`src/rtl/wb_arb_pkg.sv`:
```
// Shared constants for the two-master Wishbone arbiter: state encoding and
// arbitration policy selectors.
package wb_arb_pkg;
  localparam logic [1:0] ST_IDLE = 2'd0;
  localparam logic [1:0] ST_BUS0 = 2'd1;
  localparam logic [1:0] ST_BUS1 = 2'd2;

  localparam int ARB_FIXED = 0;
  localparam int ARB_RR    = 1;
endpackage

```
`src/rtl/wb_arb_timeout.sv`:
```
// Bus watchdog: counts stalled strobe cycles and pulses expire on the
// cycle the count reaches TIMEOUT. TIMEOUT = 0 disables it.
module wb_arb_timeout #(
  parameter int TIMEOUT = 16
) (
  input  logic clk,
  input  logic rst_n,
  input  logic clear,
  input  logic count_en,
  output logic expire
);
  import wb_arb_pkg::*;

  localparam int CW = (TIMEOUT > 0) ? $clog2(TIMEOUT + 1) : 1;
  localparam logic [CW-1:0] LAST = CW'((TIMEOUT > 0) ? TIMEOUT - 1 : 0);

  logic [CW-1:0] cnt_q, cnt_d;

  // expire fires in the stalled cycle that would make the count equal TIMEOUT
  always_comb begin
    expire = (TIMEOUT > 0) && count_en && (cnt_q == LAST);
    cnt_d  = cnt_q;
    if (clear || expire || (TIMEOUT == 0)) cnt_d = '0;
    else if (count_en)                     cnt_d = cnt_q + 1'b1;
  end

  always_ff @(posedge clk or negedge rst_n) begin
    if (!rst_n) cnt_q <= '0;
    else        cnt_q <= cnt_d;
  end
endmodule

```
`src/rtl/wb_arbiter_2x1.sv`:
```
// Two-master, one-slave Wishbone classic arbiter with a registered grant
// held for the whole bus cycle and an optional no-ack watchdog.
module wb_arbiter_2x1 #(
  parameter int DATA_WIDTH   = 32,
  parameter int ADDR_WIDTH   = 32,
  parameter int SELECT_WIDTH = DATA_WIDTH / 8,
  parameter int ARB_TYPE     = 1,
  parameter int TIMEOUT      = 16
) (
  input  logic                    clk,
  input  logic                    rst_n,
  input  logic [ADDR_WIDTH-1:0]   m0_adr_i,
  input  logic [DATA_WIDTH-1:0]   m0_dat_i,
  output logic [DATA_WIDTH-1:0]   m0_dat_o,
  input  logic                    m0_we_i,
  input  logic [SELECT_WIDTH-1:0] m0_sel_i,
  input  logic                    m0_stb_i,
  input  logic                    m0_cyc_i,
  output logic                    m0_ack_o,
  output logic                    m0_err_o,
  input  logic [ADDR_WIDTH-1:0]   m1_adr_i,
  input  logic [DATA_WIDTH-1:0]   m1_dat_i,
  output logic [DATA_WIDTH-1:0]   m1_dat_o,
  input  logic                    m1_we_i,
  input  logic [SELECT_WIDTH-1:0] m1_sel_i,
  input  logic                    m1_stb_i,
  input  logic                    m1_cyc_i,
  output logic                    m1_ack_o,
  output logic                    m1_err_o,
  output logic [ADDR_WIDTH-1:0]   s_adr_o,
  output logic [DATA_WIDTH-1:0]   s_dat_o,
  input  logic [DATA_WIDTH-1:0]   s_dat_i,
  output logic                    s_we_o,
  output logic [SELECT_WIDTH-1:0] s_sel_o,
  output logic                    s_stb_o,
  output logic                    s_cyc_o,
  input  logic                    s_ack_i
);
  import wb_arb_pkg::*;

  // Handshake: a master owns the bus while its cyc is high once granted; each
  // stb cycle is a request that completes on the cycle ack (or err) is high.
  logic [1:0] state_q, state_d;
  logic       last_grant_q, last_grant_d;
  logic       stb_sel, count_en, wd_clear, expire;

  always_comb begin
    state_d      = state_q;
    last_grant_d = last_grant_q;
    case (state_q)
      ST_IDLE: begin
        if (m0_cyc_i && m1_cyc_i) begin
          if ((ARB_TYPE == ARB_FIXED) || last_grant_q) state_d = ST_BUS0;
          else                                         state_d = ST_BUS1;
        end else if (m0_cyc_i) begin
          state_d = ST_BUS0;
        end else if (m1_cyc_i) begin
          state_d = ST_BUS1;
        end
        if (state_d == ST_BUS0)      last_grant_d = 1'b0;
        else if (state_d == ST_BUS1) last_grant_d = 1'b1;
      end
      ST_BUS0: if (!m0_cyc_i) state_d = ST_IDLE;
      ST_BUS1: if (!m1_cyc_i) state_d = ST_IDLE;
      default: state_d = ST_IDLE;
    endcase
  end

  always_comb begin
    s_adr_o = '0;
    s_dat_o = '0;
    s_we_o  = 1'b0;
    s_sel_o = '0;
    s_cyc_o = 1'b0;
    stb_sel = 1'b0;
    case (state_q)
      ST_BUS0: begin
        s_adr_o = m0_adr_i;
        s_dat_o = m0_dat_i;
        s_we_o  = m0_we_i;
        s_sel_o = m0_sel_i;
        s_cyc_o = m0_cyc_i;
        stb_sel = m0_stb_i;
      end
      ST_BUS1: begin
        s_adr_o = m1_adr_i;
        s_dat_o = m1_dat_i;
        s_we_o  = m1_we_i;
        s_sel_o = m1_sel_i;
        s_cyc_o = m1_cyc_i;
        stb_sel = m1_stb_i;
      end
      default: ;
    endcase
  end

  // An ack in the same cycle as a would-be timeout suppresses the error
  assign count_en = stb_sel && !s_ack_i;
  assign wd_clear = s_ack_i || !stb_sel || (state_d != state_q);

  wb_arb_timeout #(
    .TIMEOUT(TIMEOUT)
  ) u_timeout (
    .clk     (clk),
    .rst_n   (rst_n),
    .clear   (wd_clear),
    .count_en(count_en),
    .expire  (expire)
  );

  assign s_stb_o  = stb_sel && !expire;
  assign m0_dat_o = s_dat_i;
  assign m1_dat_o = s_dat_i;
  assign m0_ack_o = (state_q == ST_BUS0) && s_ack_i;
  assign m1_ack_o = (state_q == ST_BUS1) && s_ack_i;
  assign m0_err_o = (state_q == ST_BUS0) && expire;
  assign m1_err_o = (state_q == ST_BUS1) && expire;

  always_ff @(posedge clk or negedge rst_n) begin
    if (!rst_n) begin
      state_q      <= ST_IDLE;
      last_grant_q <= 1'b1;
    end else begin
      state_q      <= state_d;
      last_grant_q <= last_grant_d;
    end
  end
endmodule

```
`config.mk`:
```
export PLATFORM = sky130hd
export DESIGN_NAME = wb_arbiter_2x1
export DESIGN_NICKNAME = d
export VERILOG_FILES = /design/src/rtl/wb_arb_pkg.sv /design/src/rtl/wb_arb_timeout.sv /design/src/rtl/wb_arbiter_2x1.sv
export SDC_FILE = /design/constraint.sdc
export NUM_CORES = 1
export LEC_CHECK = 0
export CAP_MARGIN = 10
export CORE_AREA = 3 3 120 122
export DETAILED_ROUTE_END_ITERATION = 6
export DIE_AREA = 0 0 123 125
export GPL_TIMING_DRIVEN = 0
export MAX_ROUTING_LAYER = met4
export PLACE_DENSITY = 0.68
export SYNTH_ARGS = -nofsm -noshare
export SYNTH_HDL_FRONTEND = slang
export SYNTH_SLANG_ARGS = --single-unit
```
`constraint.sdc`:
```
create_clock -name clk -period 2.99 [get_ports clk]
set_input_delay 0.7475 -clock clk [delete_from_list [all_inputs] [get_ports clk]]
set_output_delay 0.7475 -clock clk [all_outputs]
set_load 0.02 [all_outputs]
```
### After elaboration in Yosys (flattened, before gate mapping)

Index checks and enable logic that the tools add are counted.

* bits in read-only memories: 0
* bits in writable memories: 0
* output and inout bits: 139
* memories kept: 0
* word-level logic and storage cells: 46
* input bits: 177
* bits in latches: 0
* flip-flop bits (word level): 8

* magnitude comparators: 0
* $add $sub $neg: 1
* reduce and logical (&&, ||, !) cells: 18
* multipliers: 0
* eq/ne operators: 6
* shifts and indexed selects: 0
* divide/modulo/power cells: 0
* bitwise gates (word level): 0
* mux-type cells: 18

Operators with widths (count)
* case mux 32 bit (2 select lines): 2
* two-way mux 2 bit: 7
* two-way mux 5 bit: 2
* logical AND 1 bit: 8
* case mux 4 bit (2 select lines): 1
* case mux 1 bit (2 select lines): 3
* case mux 2 bit (3 select lines): 1
* adder 5 x 1 -> 5 bit (second input constant): 1
* equality test 5 x 4 -> 1 bit (second input constant): 1
* equality test 2 x 1 -> 1 bit (second input constant): 2
* equality test 2 bit (second input constant): 2
* nonzero test 2 bit: 2
* zero test 1 bit: 3
* logical OR 1 bit: 3
* zero test 2 bit: 1
* two-way mux 1 bit: 2
* != test 2 bit: 1
* AND reduction 2 bit: 1

### Longest topological paths before layout

Gate-level depths: netlist of run 1.

* word-level depth: 9
* depth in mapped cells: 7
* depth with buffers taken out: 6

### By module

Synthesis of run 1 repeated with hierarchy kept, for this count alone.

* cell total of the unflattened synthesis: 297
* area, all modules: 2163.3 um^2

By module, submodules not included
* wb_arbiter_2x1: area an instance 1876.8 um^2, cells an instance 268, instances 1, seq. area each 76.3 um^2
* wb_arb_timeout: area an instance 286.5 um^2, cells an instance 29, instances 1, seq. area each 125.1 um^2

### Least setup slack after synthesis of run 1

Ideal clock, no wire load.

* path kind: register to output
* from: register state_q[0]
* to: output port s_dat_o[10]
* data required time: 2.243 ns
* buffers on the path: 3
* stages on the path, launching flop included: 8
* arrival time: 1.602 ns
* path slack: 0.641 ns
* cells stage by stage: dfrtp_1 inv_1 ha_1 buf_6 buf_2 buf_2 a22oi_1 nor2b_1

* longest elaborated chain between the ends: 2
* elaborated cells between the ends (all ways): 3
* those cells by class: 2 x eq/ne; 1 x mux

RTL lines
* start, declared: line wb_arbiter_2x1.sv:43 `logic [1:0] state_q, state_d;`
* start signal, assigned: line wb_arbiter_2x1.sv:124 `state_q <= state_d;`
* equality test 2 bit or equality test 2 x 1 -> 1 bit (tied branches): line wb_arbiter_2x1.sv:76 `case (state_q)`
* case mux 32 bit (2 select lines) (*): line wb_arbiter_2x1.sv:76
* end, declared: line wb_arbiter_2x1.sv:31 `output logic [DATA_WIDTH-1:0] s_dat_o,`

Mark *: on every way between the ends. The rest lies on a longest branch, timed or not.

### Worst setup path in the final report of run 1

* from: input port m1_stb_i
* to: output port m1_err_o

* longest elaborated chain between the ends: 4

RTL lines
* start, declared: line wb_arbiter_2x1.sv:26 `input logic m1_stb_i,`
* case mux 1 bit (2 select lines): line wb_arbiter_2x1.sv:76
* logical AND 1 bit: line wb_arbiter_2x1.sv:98 `assign count_en = stb_sel && !s_ack_i;`
* logical AND 1 bit: line wb_arb_timeout.sv:21 `expire = (TIMEOUT > 0) && count_en && (cnt_q == LAST);`
* logical AND 1 bit: line wb_arbiter_2x1.sv:117 `assign m1_err_o = (state_q == ST_BUS1) && expire;`
* end, declared: line wb_arbiter_2x1.sv:29 `output logic m1_err_o,`

Every way passes these cells.

==> results of run 1 <==
==> cell type report <==
class                   count  area, um^2
plain buffers              87         636
multi-input cells         190        1360
clock buffers               4        78.8
flip-flops and latches      8         201
well taps                 176         220
inverters                   6        22.5
repair buffers            284        2700
fillers                  1362        8080
==> logic make-up after synthesis <==
| group | after synthesis | share of synthesized area [%] |
|---|---|---|
| adder cells (fa/ha/maj) | 8 | 4.64 |
| flip-flops | 8 | 9.33 |
| XOR/XNOR | 2 | 0.812 |
| AO/OA/AOI/OAI | 83 | 29.6 |
| AND/OR/NAND/NOR | 97 | 27.5 |
| buffers and inverters | 93 | 28.2 |
==> worst paths after layout <==
path | from | to | slack [ps] | depth (start not counted)
max | m1_stb_i | m1_err_o | 140 | 5
min | u_timeout.cnt_q[0] | u_timeout.cnt_q[0] | 470 | 1
max reg2reg | state_q[1] | u_timeout.cnt_q[0] | 1090 | 8
min reg2reg | u_timeout.cnt_q[0] | u_timeout.cnt_q[0] | 470 | 1
max in group asynchronous | rst_n | last_grant_q | 1880 | 1
min in group asynchronous | rst_n | u_timeout.cnt_q[1] | 800 | 1
==> power breakdown <==
group | total, W | internal [W] | leakage [nW] | switching [W]
sequential | 0.000165 | 0.000134 | 0.106 | 0.0000304
clock | 0.000236 | 0.000178 | 0.0382 | 0.0000581
combinational | 0.00265 | 0.00122 | 2.15 | 0.00143
total | 0.00305 | 0.00153 | 2.30 | 0.00152
==> worst register-to-register path: stages, from the launching register on <==
cell	delay, ps
dfrtp_1	450
inv_2	130
ha_1	200
buf_6	180
a22oi_2	90
nor3b_4	250
buf_4	160
inv_2	50
nor4_1	270
==> cell usage after synthesis, drive strengths merged, types with 2 or more instances <==
library cell	instances
ha	8
nor2	6
and2	2
a22oi	71
buf	69
nand2	3
dfrtp	7
a21oi	6
nand3	2
inv	6
nand2b	3
nor2b	70
clkbuf	18
nor4	5
and3	3
==> what timing repair did <==
item                       CTS  global route
buffers inserted             1             0
resized for setup          105            34
pin swaps                    1             0
setup endpoints to repair   74            29
==> state kept, by name, summed over array words and instances, names as in the netlist <==
signal and count:
state_q 2, last_grant_q 1, u_timeout.cnt_q 5
==> through the flow <==
step	setup TNS [ps]	utilization, %
6_report	0	39.3
5_1_grt	0	39.3
4_1_cts	0	39.6
3_5_place_dp	-10410	39.2
3_3_place_gp	-8480	39.2
2_1_floorplan	0	-
==> per-layer routing <==
layer	track usage [%]	wire length, um	vias up
li1	-	-	1541
met1	15.8	4310	1441
met2	30.2	6790	199
met3	2.03	1140	6
met4	1.56	66	0
met5	-	0	-
==> flow_metrics.env, run 1 <==
export IMPL_fmax_mhz=351
export IMPL_critPathKind="input pin to output pin"
export IMPL_start_util_pct=16.2
export IMPL_track_usage_pct=15.1
export IMPL_worstSetupStartpointType="input pin"
export IMPL_final_common_cell="clkdlybuf4s50_1"
export IMPL_cp_max_fo=4
export IMPL_synth_cells=291
export IMPL_dr_pass1_iters=4
export IMPL_critPathTopFamily="buffers and inverters"
export IMPL_status="finished clean"
export IMPL_placement_cell_area_mm2=0.00521
export IMPL_pre_cts_ws_ps=-460
export IMPL_drt_initial_drc_count=88
export IMPL_overflow=0
export IMPL_synth_main_ff_cell="dfrtp_1"
export IMPL_clk_latency_ps=240
export IMPL_final_hold_violation_count=0
export IMPL_setup_violations=0
export IMPL_die_area_mm2=0.0154
export IMPL_clock_tree_root_cell="clkbuf_16"
export IMPL_crit_chain="clkdlybuf4s50_1, a22oi_2, nor3b_4, and3_1, dlygate4sd2_1"
export IMPL_async_reset_ff_share_pct=100
export IMPL_gp_congestion=0.842
export IMPL_final_cell_mix="clkdlybuf4s50_1, a22oi_1, nor2b_1"
export IMPL_critPathBufInv=2
export IMPL_ys_seq_area_share_pct=9.33
export IMPL_cts_hold_buf=0
export IMPL_final_cell_count_no_fill=755
export IMPL_setup_ws_ps=138
export IMPL_ys_seq_elements=8
export IMPL_synth_area_leader_cell="a22oi_1"
export IMPL_period_share_pct=95.4
export IMPL_cts_tree="built"
export IMPL_numPlacedInstances=750
export IMPL_yosysTopAreaCellShare_pct=24.3
export IMPL_grt_pass1_wl_um=18100
export IMPL_cts_buffer_depth=2
export IMPL_wl_per_cell_um=16.3
export IMPL_syn_area_mm2=0.00216
export IMPL_fin_crit_ps=2850
export IMPL_synth_warnings=0
export IMPL_wl_um=12300
export IMPL_critPathCaptureType="output pin"
export IMPL_nets=765
export IMPL_ir_drop_mv=0.247
export IMPL_rows=42
export IMPL_coreArea_mm2=0.0133
export IMPL_crit_slowest_cell="clkdlybuf4s50_1"
export IMPL_antenna_found_initial=0
export IMPL_pwr_density_cell_mw_per_mm2=585
export IMPL_finalMaxSlewViolations=0
export IMPL_clock_skew_ps=7.17
export IMPL_crit_arrival_ps=2100
export IMPL_synth_nets=476
export IMPL_vias_per_cell=4.22
export IMPL_syn_to_final_growth_pct=142
export IMPL_drive_gt1_share_pct=20.2
export IMPL_leakagePower_nw=2.30
export IMPL_drtAntennaViolNets=0
export IMPL_relSlewSlack_pct=70.3
export IMPL_worstHoldPathType="flip-flop to flip-flop"
export IMPL_insertedDiodeCount=0
export IMPL_clock_sinks=8
export IMPL_drc=0
export IMPL_cts_clk_slew_worst_paths_ps=40
export IMPL_dieHeight_um=125
export IMPL_hold_worst_slack_ps=471
export IMPL_final_area_mm2=0.00522
export IMPL_synth_edf_count=0
export IMPL_drv_cap=0
export IMPL_grt_pass1_vias=3481
export IMPL_io_pins=316
export IMPL_grt_max_degree=11
export IMPL_h_tree_depth=1
export IMPL_synth_area_top_cells="a22oi_1, buf_4, nor2b_1, dfrtp_1, ha_1"
export IMPL_grt_setup_unrepaired="false"
export IMPL_dp_hpwl_um=10400
export IMPL_power_w=0.00305
export IMPL_fp_dieW_um=123
export IMPL_port_buffers=283
export IMPL_avgSynthCellArea_um2=7.42
export IMPL_worstMarginPinSlew_ps=444
export IMPL_num_vias=3187
export IMPL_synth_distinct_cells=31
export IMPL_cpPeakStageDelay_ps=470
export IMPL_cp_required_ps=2240
export IMPL_cts_buffers=3
No activity file was read; power rests on OpenSTA's default activity.
==> run 2: changes to the inputs <==
--- a/config.mk
+++ b/config.mk
@@ -8,8 +8,8 @@
 export CAP_MARGIN = 10
-export CORE_AREA = 3 3 120 122
+export CORE_AREA = 3 3 123 125
 export DETAILED_ROUTE_END_ITERATION = 6
-export DIE_AREA = 0 0 123 125
+export DIE_AREA = 0 0 126 128
+export DONT_BUFFER_PORTS = 1
 export GPL_TIMING_DRIVEN = 0
-export MAX_ROUTING_LAYER = met4
-export PLACE_DENSITY = 0.68
+export PLACE_DENSITY = 0.38
 export SYNTH_ARGS = -nofsm -noshare
--- a/constraint.sdc
+++ b/constraint.sdc
@@ -3,2 +3,2 @@
 set_output_delay 0.7475 -clock clk [all_outputs]
-set_load 0.02 [all_outputs]
+set_load 0.1 [all_outputs]
==> flow_metrics.env, run 2 (same netlist as run 1, synthesis figures left out) <==
export IMPL_grt_max_degree=11
export IMPL_finalMaxSlewViolations=0
export IMPL_cp_max_fo=10
export IMPL_cts_buffers=3
export IMPL_drv_cap=0
export IMPL_insertedDiodeCount=0
export IMPL_largest_register="u_timeout.cnt_q"
export IMPL_die_area_mm2=0.0161
export IMPL_critPathTopFamily="simple AND/OR/NAND/NOR gates"
export IMPL_nets=483
export IMPL_wl_per_cell_um=21.2
export IMPL_drive_gt1_share_pct=59.9
export IMPL_clock_skew_ps=5.27
export IMPL_dp_hpwl_um=8730
export IMPL_sw_frac_of_total_pct=69.6
export IMPL_final_hold_violation_count=0
export IMPL_p_seq_share_pct=3.1
export IMPL_dieHeight_um=128
export IMPL_clock_tree_root_cell="clkbuf_16"
export IMPL_crit_slowest_cell="and3_2"
export IMPL_rrSetupSlack_ps=940
export IMPL_grt_pass1_wl_um=13700
export IMPL_final_core_util_pct=22.1
export IMPL_track_usage_pct=11.0
export IMPL_crit_chain="inv_2, ha_1, buf_6, a22oi_2, nor3b_4, and3_2"
export IMPL_coreArea_mm2=0.0140
export IMPL_fp_dieW_um=126
export IMPL_fillerInstances=1547
export IMPL_critPathKind="flip-flop to output pin"
export IMPL_critPathBufInv=2
export IMPL_cts_buffer_depth=2
export IMPL_cts_clk_slew_worst_paths_ps=40
export IMPL_start_util_pct=15.4
export IMPL_io_pins=316
export IMPL_worstMarginPinSlew_ps=958
export IMPL_crit_arrival_ps=2190
export IMPL_leakagePower_nw=1.21
export IMPL_setup_violations=0
export IMPL_clk_latency_ps=230
export IMPL_fmax_mhz=340
export IMPL_critPathCaptureType="output pin"
export IMPL_pwr_density_cell_mw_per_mm2=1700
export IMPL_num_vias=2179
export IMPL_final_cell_mix="a22oi_1, nor2b_4, buf_4"
export IMPL_hold_worst_slack_ps=210
export IMPL_worstHoldPathType="input pin to asynchronous set/reset pin"
export IMPL_syn_to_final_growth_pct=43.4
export IMPL_cpPeakStageDelay_ps=570
export IMPL_power_share_clock_pct=4.4
export IMPL_cts_tree="built"
export IMPL_relSlewSlack_pct=36.6
export IMPL_gp_congestion=0.794
export IMPL_top_regs="u_timeout.cnt_q: 5 flops, state_q: 2 flops, last_grant_q: 1 flops"
export IMPL_antenna_found_initial=0
export IMPL_wl_um=10100
export IMPL_internal_power_w=0.00160
export IMPL_grt_setup_unrepaired="true"
export IMPL_p_switching_w=0.00365
export IMPL_rows=43
export IMPL_status="finished clean"
export IMPL_worstSetupStartpointType="flip-flop"
export IMPL_dr_pass1_iters=4
export IMPL_overflow=0
export IMPL_grt_pass1_vias=2236
export IMPL_largest_reg_flops=5
export IMPL_drt_initial_drc_count=83
export IMPL_cts_hold_buf=0
export IMPL_ir_drop_mv=0.521
export IMPL_cp_required_ps=2240
export IMPL_comb_power_share_pct=92.5
export IMPL_fin_crit_ps=2940
export IMPL_clock_sinks=8
export IMPL_port_buffers=0
export IMPL_drc=0
export IMPL_period_share_pct=98.4
export IMPL_drtAntennaViolNets=0
export IMPL_vias_per_cell=4.57
export IMPL_h_tree_depth=1
run 2: cell count changes in the layout (fill, tap and decap cells not counted), moves of 4 or more:
cell,delta
clkdlybuf4s50_1,-209
nor2b_1,-70
nor2b_4,+70
dlygate4sd2_1,-54
clkbuf_2,-17
buf_2,+6
clkbuf_4,-4
clkdlybuf4s15_1,-4
run 2: final timing paths:
kind,from,to,cells past startpoint
worst min-delay path,rst_n,u_timeout.cnt_q[0],0
worst min register to register,u_timeout.cnt_q[0],u_timeout.cnt_q[0],1
worst max-delay path,state_q[1],m0_err_o,6
worst max register to register,state_q[1],u_timeout.cnt_q[3],7
min in group clk,u_timeout.cnt_q[0],u_timeout.cnt_q[0],1
max in group asynchronous,rst_n,last_grant_q,0
run 2: area by class of cell:
cell class,count,area [um^2],area share [%]
Sequential cell,8,201,6.51
Tap cell,180,225,7.28
Inverter,6,22.5,0.728
Buffer,87,651,21.0
Multi-Input combinational cell,190,1900,61.4
Timing Repair Buffer,2,15.0,0.485
Clock buffer,4,78.8,2.55
run 2: per-layer routing:
layer  GRT usage [%]  wire (um)
met2            21.6       5660
met3            1.79        814
met5               0          0
met4            1.32         44
met1            12.8       3590
run 2: power by group through the flow:
stage	clock, W	sequential [W]	combinational [W]
after global routing	0.000243	0.000167	0.00505
after detailed placement	0	0.000163	0.00422
after global placement	0	0.000163	0.00419
final	0.000231	0.000164	0.00485
after CTS	0.000236	0.000163	0.00488
after floorplan	0	0.000156	0.00376
run 2: timing repair:
item,4_1_cts,5_1_grt
pin swaps,0,1
gates resized for setup,105,9
gates cloned,0,0
endpoints found under the setup margin,74,48
setup buffers,0,2
run 2: through the flow:
step	cell area, um^2	setup TNS [ps]	setup WS [ps]	cells	power [W]
after floorplan	2340	0	136	291	0.00392
after global placement	2560	-24760	-808	471	0.00435
after detailed placement	2560	-28310	-853	471	0.00438
after CTS	3070	0	3.51	475	0.00528
after global routing	3100	-321	-86.8	477	0.00546
final	3100	0	47.7	477	0.00525
